==> config.mk <==
export PLATFORM = sky130hd
export DESIGN_NAME = instruction_fetch
export DESIGN_NICKNAME = d
export VERILOG_FILES = /design/src/rtl/instruction_fetch_pkg.sv /design/src/rtl/instruction_fetch_fetch_fifo.sv /design/src/rtl/instruction_fetch.sv
export SDC_FILE = /design/constraint.sdc
export NUM_CORES = 1
export LEC_CHECK = 0
export ABC_AREA = 0
export CORE_ASPECT_RATIO = 0.75
export CORE_MARGIN = 5
export CORE_UTILIZATION = 55
export DETAILED_ROUTE_END_ITERATION = 10
export PLACE_DENSITY = 0.81
export SLEW_MARGIN = 20
export SYNTH_ARGS = -nofsm -noshare
export SYNTH_HDL_FRONTEND = slang
export SYNTH_HIERARCHICAL = 1
export SYNTH_SLANG_ARGS = --single-unit
==> constraint.sdc <==
create_clock -name in_Clk -period 10.59 [get_ports in_Clk]
set_input_delay 1.5885 -clock in_Clk [delete_from_list [all_inputs] [get_ports in_Clk]]
set_output_delay 1.5885 -clock in_Clk [all_outputs]
set_load 0.02 [all_outputs]
==> src/rtl/instruction_fetch_pkg.sv <==
// Shared widths, reset vector default, IF state encoding and FIFO entry layout
// for the instruction fetch stage.
package instruction_fetch_pkg;

  localparam int WORD_WIDTH  = 32;
  localparam int INSTR_WIDTH = 32;

  localparam logic [WORD_WIDTH-1:0] RESET_VECTOR_DEFAULT = 32'h0000_0000;

  // FETCH is normal operation; DISCARD waits out a request made stale by a redirect.
  typedef enum logic {
    FETCH   = 1'b0,
    DISCARD = 1'b1
  } if_state_t;

  // One prefetch buffer entry: the returned word and the address it came from.
  typedef struct packed {
    logic [INSTR_WIDTH-1:0] instruction;
    logic [WORD_WIDTH-1:0]  pc;
  } fetch_entry_t;

  // Force an address onto a word boundary.
  function automatic logic [WORD_WIDTH-1:0] align_word(input logic [WORD_WIDTH-1:0] addr);
    return addr & 32'hFFFF_FFFC;
  endfunction

endpackage

==> src/rtl/instruction_fetch_fetch_fifo.sv <==
// Prefetch buffer: small registered synchronous FIFO with a one-cycle flush.
// DEPTH must be a power of two so the pointers wrap by natural overflow.
module fetch_fifo
  import instruction_fetch_pkg::*;
#(
  parameter int DEPTH = 2,
  localparam int PTR_W = $clog2(DEPTH),
  localparam int CNT_W = PTR_W + 1
) (
  input  logic             in_Clk,
  input  logic             in_Reset,
  input  logic             push,
  input  logic             pop,
  input  logic             flush,
  input  fetch_entry_t     data,
  output fetch_entry_t     head,
  output logic [CNT_W-1:0] count,
  output logic             empty,
  output logic             full
);

  fetch_entry_t     mem [DEPTH];
  logic [PTR_W-1:0] rd_ptr;
  logic [PTR_W-1:0] wr_ptr;
  logic             do_push;
  logic             do_pop;

  // A push into a full buffer is only taken when the head leaves in the same cycle.
  assign do_push = push && (!full || pop);
  assign do_pop  = pop && !empty;

  assign empty = (count == CNT_W'(0));
  assign full  = (count == CNT_W'(DEPTH));
  assign head  = mem[rd_ptr];

  // Storage, pointers and occupancy; flush empties the buffer in one cycle.
  always_ff @(posedge in_Clk or posedge in_Reset) begin
    if (in_Reset) begin
      rd_ptr <= '0;
      wr_ptr <= '0;
      count  <= '0;
      for (int i = 0; i < DEPTH; i++) begin
        mem[i] <= '0;
      end
    end else if (flush) begin
      rd_ptr <= '0;
      wr_ptr <= '0;
      count  <= '0;
    end else begin
      if (do_push) begin
        mem[wr_ptr] <= data;
        wr_ptr      <= wr_ptr + PTR_W'(1);
      end
      if (do_pop) begin
        rd_ptr <= rd_ptr + PTR_W'(1);
      end
      case ({do_push, do_pop})
        2'b10:   count <= count + CNT_W'(1);
        2'b01:   count <= count - CNT_W'(1);
        default: count <= count;
      endcase
    end
  end

endmodule

==> src/rtl/instruction_fetch.sv <==
// Instruction fetch stage: owns the fetch PC, runs the single-outstanding
// req/ack read handshake to instruction memory, buffers returned words and
// presents them to decode. Redirects flush the buffer and drop stale data.
module instruction_fetch
  import instruction_fetch_pkg::*;
#(
  parameter logic [31:0] RESET_VECTOR = RESET_VECTOR_DEFAULT,
  parameter int          FIFO_DEPTH   = 2
) (
  input  logic                   in_Clk,
  input  logic                   in_Reset,
  output logic                   out_Imem_req,
  output logic [WORD_WIDTH-1:0]  out_Imem_addr,
  input  logic                   in_Imem_ack,
  input  logic [INSTR_WIDTH-1:0] in_Imem_data,
  output logic                   out_Valid,
  output logic [INSTR_WIDTH-1:0] out_Instruction,
  output logic [WORD_WIDTH-1:0]  out_Instr_pc,
  input  logic                   in_Ready,
  input  logic                   in_Branch_taken,
  input  logic [WORD_WIDTH-1:0]  in_Branch_target
);

  localparam int CNT_W = $clog2(FIFO_DEPTH) + 1;

  if_state_t             state;
  logic [WORD_WIDTH-1:0] pc;
  logic [WORD_WIDTH-1:0] target;
  logic [WORD_WIDTH-1:0] branch_addr;
  logic [WORD_WIDTH-1:0] fetch_pc;
  logic                  accept;
  logic                  waiting;
  logic                  push;
  logic                  pop;
  logic [CNT_W-1:0]      count;
  logic [CNT_W-1:0]      count_next;
  logic                  empty;
  logic                  full;
  fetch_entry_t          wr_entry;
  fetch_entry_t          head;

  assign branch_addr = align_word(in_Branch_target);
  assign accept      = out_Imem_req && in_Imem_ack;
  assign waiting     = out_Imem_req && !in_Imem_ack;
  // A returned word is kept only in normal operation and only if no redirect lands with it.
  assign push        = accept && (state == FETCH) && !in_Branch_taken && (!full || pop);
  assign pop         = out_Valid && in_Ready;
  // Next word to request: just past the one returning now, otherwise unchanged (wraps mod 2^32).
  assign fetch_pc    = accept ? (out_Imem_addr + 32'd4) : pc;

  assign wr_entry.instruction = in_Imem_data;
  assign wr_entry.pc          = out_Imem_addr;

  assign out_Valid       = !empty;
  assign out_Instruction = head.instruction;
  assign out_Instr_pc    = head.pc;

  // Buffer occupancy after this edge, used to decide whether another request fits.
  always_comb begin
    count_next = count;
    if (in_Branch_taken) begin
      count_next = '0;
    end else begin
      case ({push, pop})
        2'b10:   count_next = count + CNT_W'(1);
        2'b01:   count_next = count - CNT_W'(1);
        default: count_next = count;
      endcase
    end
  end

  fetch_fifo #(
    .DEPTH(FIFO_DEPTH)
  ) u_fifo (
    .in_Clk   (in_Clk),
    .in_Reset (in_Reset),
    .push     (push),
    .pop      (pop),
    .flush    (in_Branch_taken),
    .data     (wr_entry),
    .head     (head),
    .count    (count),
    .empty    (empty),
    .full     (full)
  );

  // PC / handshake state machine; req and addr are held steady while a request is unacked.
  always_ff @(posedge in_Clk or posedge in_Reset) begin
    if (in_Reset) begin
      state         <= FETCH;
      pc            <= RESET_VECTOR;
      target        <= '0;
      out_Imem_req  <= 1'b0;
      out_Imem_addr <= '0;
    end else begin
      case (state)
        FETCH: begin
          if (in_Branch_taken) begin
            if (waiting) begin
              // Memory still owes a word for the old path; wait it out then go to target.
              state  <= DISCARD;
              target <= branch_addr;
            end else begin
              out_Imem_req  <= 1'b1;
              out_Imem_addr <= branch_addr;
              pc            <= branch_addr;
            end
          end else if (waiting) begin
            state <= FETCH;
          end else begin
            pc            <= fetch_pc;
            out_Imem_req  <= (count_next < CNT_W'(FIFO_DEPTH));
            out_Imem_addr <= fetch_pc;
          end
        end
        DISCARD: begin
          if (in_Branch_taken) begin
            target <= branch_addr;
          end
          if (in_Imem_ack) begin
            state         <= FETCH;
            out_Imem_req  <= 1'b1;
            out_Imem_addr <= in_Branch_taken ? branch_addr : target;
            pc            <= in_Branch_taken ? branch_addr : target;
          end
        end
        default: begin
          state        <= FETCH;
          out_Imem_req <= 1'b0;
        end
      endcase
    end
  end

endmodule

Yosys cells after proc, flatten, opt, wreduce, memory -nomap -nowiden
Index checks and enable logic that the tools add are counted.
{"block": "classes", "addsub": 5, "multipliers": 0, "n_div": 0, "order_cmp": 4, "n_eq_ne": 10, "n_shift": 0, "mux": 33, "bitwise": 4, "n_reduce_logical": 22}
{"op": "32-bit 2-to-1 mux", "count": 8}
{"op": "64-bit 2-to-1 mux", "count": 4}
{"op": "128-bit bitwise mux", "count": 1}
{"op": "32-bit case mux with 2 select lines", "count": 2}
{"op": "64-bit demux with 1-bit select", "count": 1}
{"op": "32-bit by 3-bit adder with 32-bit output (second input constant)", "count": 1}
{"op": "1-bit 2-to-1 mux", "count": 11}
{"op": "1-bit logical AND", "count": 9}
{"op": "2-bit inequality test (second input constant)", "count": 4}
{"op": "2-bit case mux with 2 select lines", "count": 2}
{"op": "2-bit equality test (second input constant)", "count": 3}
{"op": "2-bit AND reduction", "count": 3}
{"op": "2-bit by 1-bit equality test with 1-bit output (second input constant)", "count": 2}
{"op": "2-bit >= comparator (second input constant)", "count": 2}
{"op": "1-bit logical NOT", "count": 4}
{"op": "2-bit 2-to-1 mux", "count": 2}
{"op": "4-bit inequality test (second input constant)", "count": 1}
{"op": "1-bit inverter with 2-bit output", "count": 2}
{"op": "1-bit case mux with 2 select lines", "count": 2}
{"op": "2-bit nonzero test", "count": 2}
{"op": "3-bit AND reduction", "count": 1}
{"op": "3-bit nonzero test", "count": 1}
{"op": "1-bit adder (second input constant)", "count": 2}
{"op": "2-bit by 1-bit adder with 2-bit output (second input constant)", "count": 1}
{"op": "other kinds (6)", "count": 7}
{"block": "totals", "register_bits": 198, "latch_bits": 0, "ram_bits": 0, "mem_bits_ro": 0, "inputBits": 69, "word_cells": 89, "n_memories": 0}

Depth between registers and ports, before layout
Gate-level depths: netlist of the first run.
{"block": "logic_depth", "word_depth": 12, "depth_mapped": 10, "mapped_depth_nobuf": 10}

By module
The synthesis of the first run kept the hierarchy.
{"mod": "fetch_fifo", "n_inst": 1, "cells_per_inst": 366, "area_each_um2": 5915.7}
{"mod": "instruction_fetch", "n_inst": 1, "cells_per_inst": 387, "area_each_um2": 3656.0}

Worst setup path before layout of the first run
Ideal clock, no wire load.
{"block": "synth_timing", "path_type": "input to register", "start": "input port in_Ready", "end": "register u_fifo/mem[100] (netlist name)", "setup_time_ns": 0.125, "arrival_ns": 3.383, "required_time_ns": 10.465, "slack_ns": 7.082, "stages": 8, "path_cell_list": "nor2b_1 -> nand2b_1 -> nand4_1 -> inv_1 -> or4b_4 -> buf_6 -> buf_6 -> mux2_4"}
{"block": "synth_between", "elab_chain_len": 5}
{"element": "from (decl)", "line": "instruction_fetch.sv:19", "text": "input logic in_Ready,"}
{"element": "1-bit logical AND", "line": "instruction_fetch.sv:47", "text": "assign pop = out_Valid && in_Ready;"}
{"element": "1-bit logical OR", "line": "instruction_fetch.sv:46", "text": "assign push = accept && (state == FETCH) && !in_Branch_taken && (!full || pop);"}
{"element": "1-bit logical AND", "line": "instruction_fetch.sv:46"}
{"element": "net push", "line": "instruction_fetch.sv:33", "text": "logic push;"}
{"element": "1-bit logical AND", "line": "instruction_fetch_fetch_fifo.sv:29", "text": "assign do_push = push && (!full || pop);"}
{"element": "2-bit AND reduction (no line)"}
{"element": "to (signal, indexed assignment)", "line": "instruction_fetch_fetch_fifo.sv:51", "text": "mem[wr_ptr] <= data;"}
{"element": "to (decl)", "line": "instruction_fetch_fetch_fifo.sv:22", "text": "fetch_entry_t mem [DEPTH];"}
The timed path passes the listed nets, and every way through them passes these cells.
A chain may end at the register's enable or synchronous reset.

Final worst setup path of the first run
{"block": "layout_timing", "start": "input port in_Branch_taken", "end": "register u_fifo/mem[32] (netlist name)"}
{"block": "layout_between", "elab_chain_len": 5}
{"element": "from (decl)", "line": "instruction_fetch.sv:20", "text": "input logic in_Branch_taken,"}
{"element": "1-bit logical NOT", "line": "instruction_fetch.sv:46"}
{"element": "1-bit logical AND (2 in series)", "line": "instruction_fetch.sv:46"}
{"element": "net push", "line": "instruction_fetch.sv:33"}
{"element": "1-bit logical AND", "line": "instruction_fetch_fetch_fifo.sv:29"}
{"element": "2-bit AND reduction (no line)"}
The timed path passes the listed nets, and every way through them passes these cells.

==> results of run 1 <==
==> logic make-up after synthesis <==
kind of cell	share of synthesized area (%)
mux	28.6
fa+ha+maj	0.261
xor+xnor	0.275
compound gates	8.39
flops	51.8
simple gates	8.00
buf+inv	2.73
==> cells in the final DEF, fill, tap and decap left out, drive strengths merged, types with 3 or more instances in the layout <==
| cell | synthesis | layout |
|---|---|---|
| nand4 | 6 | 6 |
| o2bb2ai | 6 | 6 |
| clkdlybuf4s50 | 0 | 163 |
| a22o | 3 | 3 |
| clkbuf | 29 | 18 |
| a221oi | 6 | 6 |
| nor2 | 28 | 28 |
| a22oi | 4 | 4 |
| nand2 | 42 | 42 |
| nor2b | 6 | 6 |
| o31a | 4 | 4 |
| dfrtp | 198 | 198 |
| nand2b | 4 | 4 |
| a31oi | 8 | 8 |
| mux2 | 223 | 223 |
| nand3 | 12 | 12 |
| and3 | 7 | 7 |
| mux2i | 4 | 4 |
| o21ai | 56 | 56 |
| buf | 15 | 10 |
| nor3 | 10 | 10 |
| nor4 | 11 | 11 |
| inv | 11 | 18 |
| clkinv | 0 | 4 |
| a21oi | 24 | 24 |
| o22ai | 4 | 4 |
==> flip-flops by register name, indices dropped and copies added, names as in the netlist <==
register / flops
target: 32
u_fifo/wr_ptr: 1
u_fifo/rd_ptr: 1
state: 1
out_Imem_req: 1
pc: 32
u_fifo/count: 2
u_fifo/mem: 128
==> per-layer routing <==
layer,wire (um),track usage (%)
met5,13,0
met1,10500,33.9
met3,1840,6.81
met2,10100,33.6
met4,419,6.71
==> stage by stage <==
stage / cell area [um^2] / hold slack [ns]
floorplan: 9570 / 0.445
global placement: 11400 / 0.463
detailed placement: 11400 / 0.471
CTS: 12000 / 0.490
global route: 12000 / 0.499
finish: 12000 / 0.487
==> power by group <==
group	switching (mW)	internal, mW
combinational	0.326	0.431
clock	0.301	0.356
sequential	0.133	0.925
total	0.760	1.71
==> worst reg2reg max path: cells and delay by family (launching register included) <==
kind / cells / cell delay (ns)
buf+inv: 2 / 0.95
flops: 1 / 0.75
mux: 1 / 0.44
simple gates: 4 / 1.69
==> cell type report <==
| class | instances | area, um^2 |
|---|---|---|
| flip-flops and latches | 198 | 4960 |
| clock buffers | 18 | 429 |
| fillers | 1226 | 5010 |
| well taps | 236 | 295 |
| repair buffers | 173 | 1700 |
| multi-input cells | 500 | 4370 |
| clock inverters | 14 | 165 |
| inverters | 11 | 46.3 |
==> worst max path at each step <==
stage                          from              end  slack [ns]  cells past startpoint
floorplan                  in_Reset  u_fifo/count[0]        5.48                      1
global placement    in_Branch_taken   u_fifo/mem[33]        5.54                      9
detailed placement  in_Branch_taken   u_fifo/mem[32]        5.53                      9
CTS                 in_Branch_taken   u_fifo/mem[47]        5.88                      9
global route        in_Branch_taken   u_fifo/mem[16]        5.78                      9
finish              in_Branch_taken   u_fifo/mem[32]        5.92                      9
==> summary.md, run 1 <==
| Metric | Value |
|---|---|
| Hold Path Depth | 1 |
| Clock Skews | just over 0.009 ns |
| Sequential-to-total area share from yosys stat | 51.8% |
| Tmin final | 4.67 ns |
| Critical path's slowest cell | buf_4 |
| P_leak | between 5 and 6 nW |
| CP endpoint kind | flop |
| Global Route Usage Sum | about 23% |
| Unrepaired setup endpoints after global routing | no |
| Setup Fix Bufs, Post-CTS | 0 |
| Largest net degree at the start of global routing | 75 |
| Drt total wl | roughly 23 mm |
| CTS hold repair buffers | 0 |
| Top-count cell post-synth | dfrtp_1 |
| Pre-CTS setup slack | ~5.5 ns |
| Synth-to-layout area growth | 25.0% |
| Worst min path class | flop to flop |
| Number of nets in the layout | between 900 and 1000 |
| Yosys top cell area share | 51.8% |
| Clk sinks | 198 |
| Syn_area_per_cell | between 10 and 15 um^2 |
| CTS tree | yes |
| Synth Register Bits | 198 |
| Biggest area consumer among synthesized cells | dfrtp_1 |
| Share of layout cells above drive strength 1 | between 30% and 40% |
| Num CTS Buffers | 17 |
| Worst flop-to-flop path startpoint | state |
| Fin Setup TNS | 0 ns |
| Total number of vias | about 6700 |
| Number of setup violations in the final report | 0 |
| P per Cell Area | between 200 and 250 nW/um^2 |
| Biggest cell delay along the critical path | ~0.74 ns |
| Core Rows | 41 |
| Vias in the first global route | between 6000 and 7000 |
| CTS resizes | 0 |
| I/O pin cnt | around 170 |
| Post-DP HPWL | around 15 mm |
| Worst R2R End | u_fifo/mem[32] |
| Root Driver | clkbuf_16 |
| Critical-path cell list | buf_2, buf_4, nor2_1, nand4_1, inv_1, nand2_1, nor3_4, buf_4, mux2_2 |
| Dpl cells | 1118 |
| Post-synth top cells | dfrtp_1 (198), mux2_2 (174), o21ai_0 (54) |
| Cell repeated most along the worst path | buf_4 |
| Actual slew at the worst max-slew pin | 1.01 ns |
| Max Root-Sink Buffers | 2 |
| Max_slew headroom | around a third |
| Worst VDD drop | 114 uV |
| GP Congestion | about 0.86 |
| Mapped cell area | roughly 9600 um^2 |
| Hold Path Origin | target[0] |
| Antenna diodes | 0 |
| Sink of the worst hold path | target[0] |
| Max Freq | 214 MHz |
| Crit-path max FO | 57 |
| Syn nets | around 820 |
| Max-cap violation count | 0 |
| Mapped Cells | approximately 750 |
| Initial Util | 56.4% |
| Startpoint Class | input port |
| Grt ovf | 0 |
| CP delay by family, top | simple AND/OR/NAND/NOR gates |
| Worst endpoint required time | 10.91 ns |
| Post-route ant nets | 0 |
| First-pass GRT wire length | approximately 37 mm |
| Worst setup margin | approximately 5.9 ns |
| WS Path Type | input port to flop |
| Synth top area cells | dfrtp_1 (52%), mux2_2 (20%), mux2_4 (7.7%) |
| Synth Flop Type | dfrtp_1 |
| Distinct cells, synth | 53 |
| # H-tree levels | 4 |
| CP arrival | roughly 5 ns |
| Initial antenna violation count | 1 |
| Status | completed |
| DR WL/cell | approximately 20 um |
| Hold Vio Cnt, Final | 0 |
| # DRC | 0 |
| Vias per cell | between 5 and 6 |
| Post-synth EDFFs | 0 |
| Post-layout total power | around 2.5 mW |
| Final core occ | between 70 and 80% |
| Die height | 124 um |
| Core area | around 17000 um^2 |
| Die area | approximately 20000 um^2 |
| Clk slew on worst S/H paths | approximately 0.070 ns |
| Clk_lat worst skew | between 0.4 and 0.5 ns |
| Crit path buf inv count | 4 |
| Die width | between 150 and 200 um |
| Async SR Flop Fraction | 100% |
| Max-slew violations | 0 |
| TritonRoute pass-1 iters | 5 |
| Post-Layout Cell Count | between 1000 and 1500 |
| Crit share post-route | 44.1% |
| Worst R2R Setup Slack | ~6.6 ns |
| Yosys warnings | 6 |
| I/O Buffers | 164 |
| Worst R2R Path Depth | 7 |
| Initial drt markers | roughly 530 |
Note: power is estimated with default switching activity, not from simulation.
==> run 2: changes to the inputs <==
CORE_UTILIZATION = 53   (was 55)
PLACE_DENSITY = 0.78   (was 0.81)
clock period = 4.72 ns   (was 10.59 ns; I/O delays follow)
==> summary.md, run 2 (same netlist as run 1, synthesis figures left out) <==
| Metric | Value |
|---|---|
| Fin Setup TNS | 0 ns |
| I/O pin cnt | roughly 170 |
| Post-layout total power | roughly 5.5 mW |
| Max_slew headroom | 23.2% |
| # DRC | 0 |
| Crit share post-route | a little under three quarters |
| Grt met2 use | around 32% |
| Crit-path max FO | between 50 and 60 |
| Busiest layer in global routing | met1 |
| P_leak | approximately 5.3 nW |
| CTS hold repair buffers | 0 |
| Biggest cell delay along the critical path | 0.68 ns |
| DR WL/cell | 19.6 um |
| Startpoint Class | flop |
| Initial Util | 54.0% |
| First-pass GRT wire length | ~37 mm |
| I/O Buffers | roughly 160 |
| Post-DP HPWL | between 15 and 20 mm |
| Largest Register | u_fifo/mem |
| Max reg flops | 128 |
| Core area | roughly 18000 um^2 |
| Clk sinks | approximately 200 |
| Tmin final | 3.36 ns |
| WS Path Type | flop to output port |
| Unrepaired setup endpoints after global routing | no |
| Worst endpoint required time | approximately 4 ns |
| Clk slew on worst S/H paths | approximately 0.070 ns |
| Critical path's slowest cell | buf_4 |
| Num CTS Buffers | 17 |
| Critical-path cell list | buf_4, mux2_2, clkdlybuf4s50_1 |
| CP arrival | roughly 2.7 ns |
| Number of setup violations in the final report | 0 |
| CTS tree | yes |
| Worst min path class | flop to flop |
| Vias in the first global route | ~6700 |
| Max Root-Sink Buffers | 2 |
| Die area | around 21000 um^2 |
| Actual slew at the worst max-slew pin | 1.15 ns |
| Die height | 126 um |
| Regs by FF count | u_fifo/mem x128, pc x32, target x32 |
| Status | completed |
| Max-slew violations | 0 |
| Met1 Track Usage GR | about 33% |
| # H-tree levels | 4 |
| Root Driver | clkbuf_16 |
| TritonRoute pass-1 iters | 6 |
| Met3 Usage GRT | under 10% |
| Post-Layout Cell Count | 1164 |
| Initial antenna violation count | 0 |
| Drt total wl | around 23 mm |
| Initial drt markers | ~490 |
| GP Congestion | between 0.8 and 0.9 |
| P per Cell Area | 457 nW/um^2 |
| CP endpoint kind | output port |
| Grt ovf | 0 |
| Dpl cells | about 1100 |
| Setup Fix Bufs, Post-CTS | 0 |
| Max Freq | ~300 MHz |
| Max-cap violation count | 0 |
| Antenna diodes | 0 |
| Clk_lat worst skew | ~0.43 ns |
| Clock Skews | 0.0108 ns |
| Post-DP Area | between 10000 and 15000 um^2 |
| Vias per cell | about 5.7 |
| Cell area after layout | ~12000 um^2 |
| Total number of vias | around 6700 |
| Worst VDD drop | approximately 240 uV |
| Most frequent cells in the layout | dfrtp_1 (197), mux2_2 (174), clkdlybuf4s50_1 (163) |
| Commonest non-fill, non-tap cell in the layout | dfrtp_1 |
| Core Rows | 42 |
| Share of layout cells above drive strength 1 | between 30% and 40% |
| Hold Vio Cnt, Final | 0 |
| Post-route ant nets | 0 |
| Die width | approximately 170 um |
| Largest net degree at the start of global routing | 67 |
| Synth-to-layout area growth | 26.1% |
| Number of nets in the layout | approximately 1000 |
| Global Route Usage Sum | between 20% and 30% |
| CTS resizes | 0 |
| FILL cells | around 1300 |
run 2: cell count changes in the layout (fill, tap and decap cells not counted), sizes merged:
cell,change
clkinvlp,+1
inv,-2
clkbuf,+3
bufinv,-1
clkinv,-1
buf,+8
run 2: metrics by stage:
| stage | hold WS, ns | setup slack (ns) | utilization, % |
|---|---|---|---|
| 2_1_floorplan | 0.445 | 0.486 | - |
| 6_report | 0.494 | 1.36 | 68.2 |
| 5_1_grt | 0.504 | 1.26 | 68.2 |
| 3_5_place_dp | 0.478 | 1.31 | 64.8 |
| 4_1_cts | 0.491 | 1.35 | 68.1 |
| 3_3_place_gp | 0.464 | 1.31 | 64.8 |
run 2: path summary, 6_finish.rpt:
path / end / cells past startpoint / slack, ns / start
worst max register to register: u_fifo/mem[70] / 7 / 1.90 / u_fifo/count[0]
max in group asynchronous: target[20] / 3 / 2.93 / in_Reset
worst min register to register: target[1] / 1 / 0.49 / target[1]
worst max-delay path: out_Instr_pc[15] / 3 / 1.36 / u_fifo/rd_ptr
worst min-delay path: target[1] / 1 / 0.49 / target[1]
min in group asynchronous: u_fifo/mem[39] / 2 / 0.79 / in_Reset
run 2: power breakdown:
part	leakage [nW]	switching, mW	total, mW	internal, mW
clock	0.287	0.652	1.45	0.795
sequential	2.49	0.293	2.37	2.08
combinational	2.50	0.731	1.70	0.971
run 2: layer usage:
layer	part of all wire, %	wire [um]	vias to the layer above
li1	-	-	3075
met1	47	10700	3339
met2	44	10100	223
met3	6.9	1570	27
met4	1.8	412	0
met5	0	0	-
run 2: final cells by class:
type	count	area, um^2	share of cell area (%)
sequential	198	4960	41.1
multi-input combinational	500	4370	36.2
timing repair buffer	181	1800	14.9
clock buffer	21	480	3.98
tap	242	303	2.51
clock inverter	11	111	0.923
inverter	11	46.3	0.384
run 2: worst max-delay path: cells and delay by family, from the launching register on:
family   cells  cell delay [ns]
buf+inv      2             1.25
flops        1             0.48
mux          1             0.42
==> run 3: changes to the inputs <==
clock period = 3.1 ns   (was 4.72 ns; I/O delays follow)
==> summary.md, run 3 (same netlist as run 1, synthesis figures left out) <==
| Metric | Value |
|---|---|
| Total number of vias | 6760 |
| Die width | 165 um |
| WS Path Type | flop to output port |
| Commonest non-fill, non-tap cell in the layout | dfrtp_1 |
| Share of layout cells above drive strength 1 | 32.5% |
| Hold Vio Cnt, Final | 0 |
| Clock Skews | around 0.012 ns |
| Worst endpoint required time | between 2 and 3 ns |
| CTS resizes | 0 |
| Worst VDD drop | approximately 350 uV |
| CTS tree | yes |
| Final core occ | between 60% and 70% |
| Worst flop-to-flop path startpoint | u_fifo/count[0] |
| Core Rows | 42 |
| Initial antenna violation count | 0 |
| I/O pin cnt | 167 |
| # H-tree levels | 4 |
| CP endpoint kind | output port |
| # DRC | 0 |
| Fin Setup TNS | 0 ns |
| CP arrival | 2.37 ns |
| Initial drt markers | ~560 |
| Status | completed |
| Worst min path class | input port to flop |
| Drt total wl | around 23 mm |
| Root Driver | clkbuf_16 |
| Crit path buf inv count | 2 |
| Largest Register | u_fifo/mem |
| Synth-to-layout area growth | 27.8% |
| Initial Util | between 50% and 60% |
| Number of nets in the layout | roughly 1000 |
| Core area | 17700 um^2 |
| Max reg flops | between 100 and 150 |
| Num CTS Buffers | 17 |
| Actual slew at the worst max-slew pin | 0.724 ns |
| Vias per cell | around 5.7 |
| Post-DP HPWL | 16.2 mm |
| Worst R2R End | u_fifo/mem[85] |
| Worst R2R Setup Slack | 0.54 ns |
| Regs by FF count | u_fifo/mem x128, pc x32, target x32 |
| DR WL/cell | slightly below 20 um |
| Crit share post-route | 91.6% |
| Clk_lat worst skew | roughly 0.43 ns |
| I/O Buffers | about 160 |
| Met3 Usage GRT | under 10% |
| First-pass GRT wire length | 37.6 mm |
| Post-route ant nets | 0 |
| Vias in the first global route | approximately 6900 |
| Max-cap violation count | 0 |
| Met1 Track Usage GR | roughly a third |
| GP Congestion | 0.837 |
| Grt ovf | 0 |
| Grt met2 use | about a third |
| Sink of the worst hold path | u_fifo/rd_ptr |
| P_leak | about 5.4 nW |
| Tmin final | roughly 2.8 ns |
| Startpoint Class | flop |
| Busiest layer in global routing | met2 |
| Number of setup violations in the final report | 0 |
| Global Route Usage Sum | 22.8% |
| Die area | about 21000 um^2 |
| CP delay by family, top | buffers and inverters |
| Largest net degree at the start of global routing | around 130 |
| Most frequent cells in the layout | dfrtp_1 (197), mux2_2 (174), clkdlybuf4s50_1 (163) |
| Max Root-Sink Buffers | 2 |
| Unrepaired setup endpoints after global routing | no |
| P per Cell Area | 696 nW/um^2 |
| CTS hold repair buffers | 0 |
| FILL cells | roughly 1300 |
| Worst R2R Path Depth | 8 |
| Biggest cell delay along the critical path | between 0.7 and 0.8 ns |
| Max_slew headroom | 51.7% |
| Clk sinks | 198 |
| Max-slew violations | 0 |
| TritonRoute pass-1 iters | 5 |
| Die height | roughly 130 um |
| Max Freq | 352 MHz |
| Setup Fix Bufs, Post-CTS | 0 |
| Antenna diodes | 0 |
| Hold Path Depth | 2 |
| Critical path's slowest cell | dfrtp_2 |
| Hold Path Origin | in_Branch_taken |
| Clk slew on worst S/H paths | approximately 0.060 ns |
| Critical-path cell list | buf_4, mux2_2, clkdlybuf4s50_1 |
| Crit-path max FO | 22 |
-- run 3: cell types whose count changed in the layout (fill, tap and decap cells not counted), sizes merged --
| cell | change |
|---|---|
| bufinv | +1 |
| buf | +13 |
| clkbuf | -2 |
| clkinv | -1 |
| clkinvlp | +2 |
-- run 3: metrics by stage --
step / setup slack [ns] / cells / total power [mW] / hold WS (ns) / area [um^2]
5_1_grt: 0.168 / 1177 / 8.93 / 0.474 / 12200
3_3_place_gp: 0.253 / 1145 / 6.20 / 0.462 / 11600
2_1_floorplan: 0.680 / 753 / 5.12 / 0.445 / 9580
3_5_place_dp: 0.214 / 1145 / 6.28 / 0.470 / 11600
4_1_cts: 0.219 / 1177 / 8.58 / 0.446 / 12200
6_report: 0.261 / 1177 / 8.51 / 0.469 / 12200
-- run 3: how the worst max path moves through the flow --
stage | startpoint | end | cells after the start
floorplan | u_fifo/count[0] | u_fifo/mem[100] | 9
global placement | in_Ready | u_fifo/mem[86] | 8
detailed placement | in_Ready | u_fifo/mem[90] | 8
CTS | u_fifo/rd_ptr | out_Instruction[29] | 3
global route | u_fifo/rd_ptr | out_Instruction[24] | 3
finish | u_fifo/rd_ptr | out_Instruction[29] | 3
-- run 3: area by class of cell --
cell class	instances	area, um^2	share of cell area (%)
tap	242	303	2.47
clock inverter	13	160	1.31
inverter	11	45.0	0.368
clock buffer	19	453	3.70
multi-input combinational	500	4370	35.7
timing repair buffer	194	1950	15.9
sequential	198	4960	40.5
-- run 3: where the power goes --
group,switching (mW),total (mW),internal (mW)
Clock,1.02,2.28,1.26
Combinational,1.13,2.63,1.50
Sequential,0.439,3.60,3.16
Total,2.59,8.51,5.92
-- run 3: layer usage --
layer	vias to the layer above	part of all wire, %
met1	3388	46
met5	-	0
met3	26	7.4
met4	0	1.3
met2	244	45
li1	3102	-
==> variant (settings of run 3) <==
Set the package constant `INSTR_WIDTH` to 28 (it was 32).
--- a/src/rtl/instruction_fetch_pkg.sv
+++ b/src/rtl/instruction_fetch_pkg.sv
@@ -3,7 +3,7 @@
 package instruction_fetch_pkg;
 
   localparam int WORD_WIDTH  = 32;
-  localparam int INSTR_WIDTH = 32;
+  localparam int INSTR_WIDTH = 28;
 
   localparam logic [WORD_WIDTH-1:0] RESET_VECTOR_DEFAULT = 32'h0000_0000;
 
Ports: changed (resized in_Imem_data and out_Instruction); port bits go from 167 to 159. No check against the original RTL was run, so the function may have changed too.
==> variant against run 3 <==
Clock power decreased by 4%. Routed wire length decreased by 4.3%. Via count decreased by 3.7%. Non-clock buffer count decreased by 9. Sequential cell count decreased by 8. Critical path depth unchanged. Area after synthesis decreased by 2.6%. First-iteration DRC count decreased by 17%. Setup slack improved by 0.094 ns. Power decreased by 3.9%. Cell area decreased by 3.3%. Critical path type unchanged. Combinational power decreased by 4%.
==> variant: results (changes against run 3) <==
status - finished clean (unchanged)
post-synthesis mux area share - 28.3% (was 28.6%)
drt first-iter violations - 462 (was 559)
Compound-Gate Fraction of Synth Area - 8.62% (was 8.39%)
clk_skew - 0.0149 ns (was 0.0122 ns)
reg2reg start - u_fifo/count[1] (was u_fifo/count[0])
Worst Tran Pin Value - 0.738 ns (was 0.724 ns)
CP Data Arrival Time - 2.28 ns (was 2.37 ns)
synthesized flop and latch total - 190 (was 198)
setup bufs post-CTS - 0 (unchanged)
Placer Congestion - 0.858 (was 0.837)
Clock transition at path regs - 0.07 ns
ant diodes - 0 (unchanged)
total global-route track usage - 22.3% (was 22.8%)
sequential area share after synthesis - 51.0% (was 51.8%)
Net Count, Synth - 800 (was 824)
drt via density - 5.67 (was 5.74)
Leakage - 5.22 nW (was 5.36 nW)
xor-xnor portion of the synthesized cell area - 0.282% (was 0.275%)
first-pass GRT wire length - 36600 um (was 37600 um)
crit path capture - out_Instr_pc[20] (was out_Instruction[29])
layout cells sized above 1 - 32.1% (was 32.5%)
Pre-antenna DRT Iters - 4 (was 5)
clk_lat worst skew - 0.43 ns (about the same)
CTS Buf Count - 17 (unchanged)
Min-Delay Startpoint - target[0] (was in_Branch_taken)
PostCTS Resize Cnt - 0 (unchanged)
Largest register FFs - 120 (was 128)
htree depth - 4 (unchanged)
routed len/inst - 19.3 um (was 19.7 um)
number of buffers added on ports - 156 (was 164)
Worst VDD drop - 458 uV (was 349 uV)
top flop regs - u_fifo/mem x120, pc x32, target x32 (was u_fifo/mem x128, pc x32, target x32)
Async SR Flop Fraction - 100% (unchanged)
YS warnings - 6 (unchanged)
top post-synthesis cells by area - dfrtp_1 (51%), mux2_2 (18%), mux2_4 (9.5%) (was dfrtp_1 (52%), mux2_2 (20%), mux2_4 (7.7%))
via count of the first global-routing pass - 6720 (was 6857)
DPL Wire Length - 15300 um (was 16200 um)
R2R Path End - u_fifo/mem[69] (was u_fifo/mem[85])
nets@finish - 960 (was 993)
Worst Setup SP - u_fifo/rd_ptr (unchanged)
Synth cell types - 55 (was 53)
antenna violations before repair - 1 (was 0)
root buf cell - clkbuf_16 (unchanged)
Max clock buf depth - 2 (unchanged)
largest net degree at the start of global routing - 42 (was 133)
R2R Setup Slk - 0.62 ns (was 0.54 ns)
Adder-Cell Fraction of Synth Area - 0.269% (was 0.261%)
HP Class - flop to flop (was input port to flop)
Worst Path Max Fanout - 27 (was 22)
hold path depth - 1 (was 2)
commonest cells in the netlist - dfrtp_1 (190), mux2_2 (152), mux2_4 (59) (was dfrtp_1 (198), mux2_2 (174), o21ai_0 (54))
path depth of the worst reg2reg path - 8 (unchanged)
variant: cell count changes after synthesis:
cell	run 3	this run
or4b_4	1	0
buf_6	6	1
nor3_1	8	9
mux2_4	49	59
buf_2	8	7
or4b_1	0	1
buf_8	0	1
dfrtp_1	198	190
mux2_2	174	152
buf_12	0	5
nor3_2	2	1
variant: worst min-delay path by stage:
| stage | slack, ns | to |
|---|---|---|
| 3_3_place_gp | 0.46 | target[0] |
| 5_1_grt | 0.50 | target[0] |
| 3_5_place_dp | 0.46 | target[0] |
| 6_report | 0.49 | target[0] |
| 2_1_floorplan | 0.44 | target[0] |
| 4_1_cts | 0.49 | target[0] |
variant: cell type report:
class / instances / area [sq um]
Tap cell: 242 / 303
Sequential cell: 190 / 4760
Clock inverter: 14 / 156
Inverter: 11 / 45.0
Multi-Input combinational cell: 488 / 4270
Fill cell: 1290 / 5620
Timing Repair Buffer: 185 / 1860
Clock buffer: 18 / 439
variant: stage by stage:
stage | setup WS, ns | instance area, sq um | cells | util (%) | hold slack, ns
2_1_floorplan | 0.688 | 9320 | 733 | - | 0.445
3_3_place_gp | 0.316 | 11200 | 1116 | 64.4 | 0.463
3_5_place_dp | 0.286 | 11200 | 1116 | 64.4 | 0.464
4_1_cts | 0.323 | 11800 | 1148 | 67.8 | 0.486
5_1_grt | 0.265 | 11800 | 1148 | 67.8 | 0.498
6_report | 0.355 | 11800 | 1148 | 67.8 | 0.485
variant: power breakdown:
part	total, mW	internal [mW]	switching [mW]
clock	2.18	1.16	1.02
combinational	2.53	1.46	1.07
sequential	3.46	3.03	0.431
total	8.18	5.66	2.52
variant: cell families after synthesis:
kind of cell,after synthesis
adders and majority gates,2
muxes,215
buffers and inverters,55
DFF,190
xor gates and xnor gates,3
AOI/OAI and AO/OA,130
and+or+nand+nor,138
variant: routing by layer:
metal / global-route usage (%) / routed length (um) / up-vias
met5: 0 / 7 / -
met4: 3.99 / 161 / 2
met1: 34.0 / 10700 / 3267
li1: - / - / 3009
met3: 5.89 / 1590 / 15
met2: 32.5 / 9770 / 217
variant: critical path, stage by stage (launching register included):
cell             delay [ns]
dfrtp_2                0.65
buf_12                 0.27
mux2_2                 0.35
clkdlybuf4s50_1        0.57
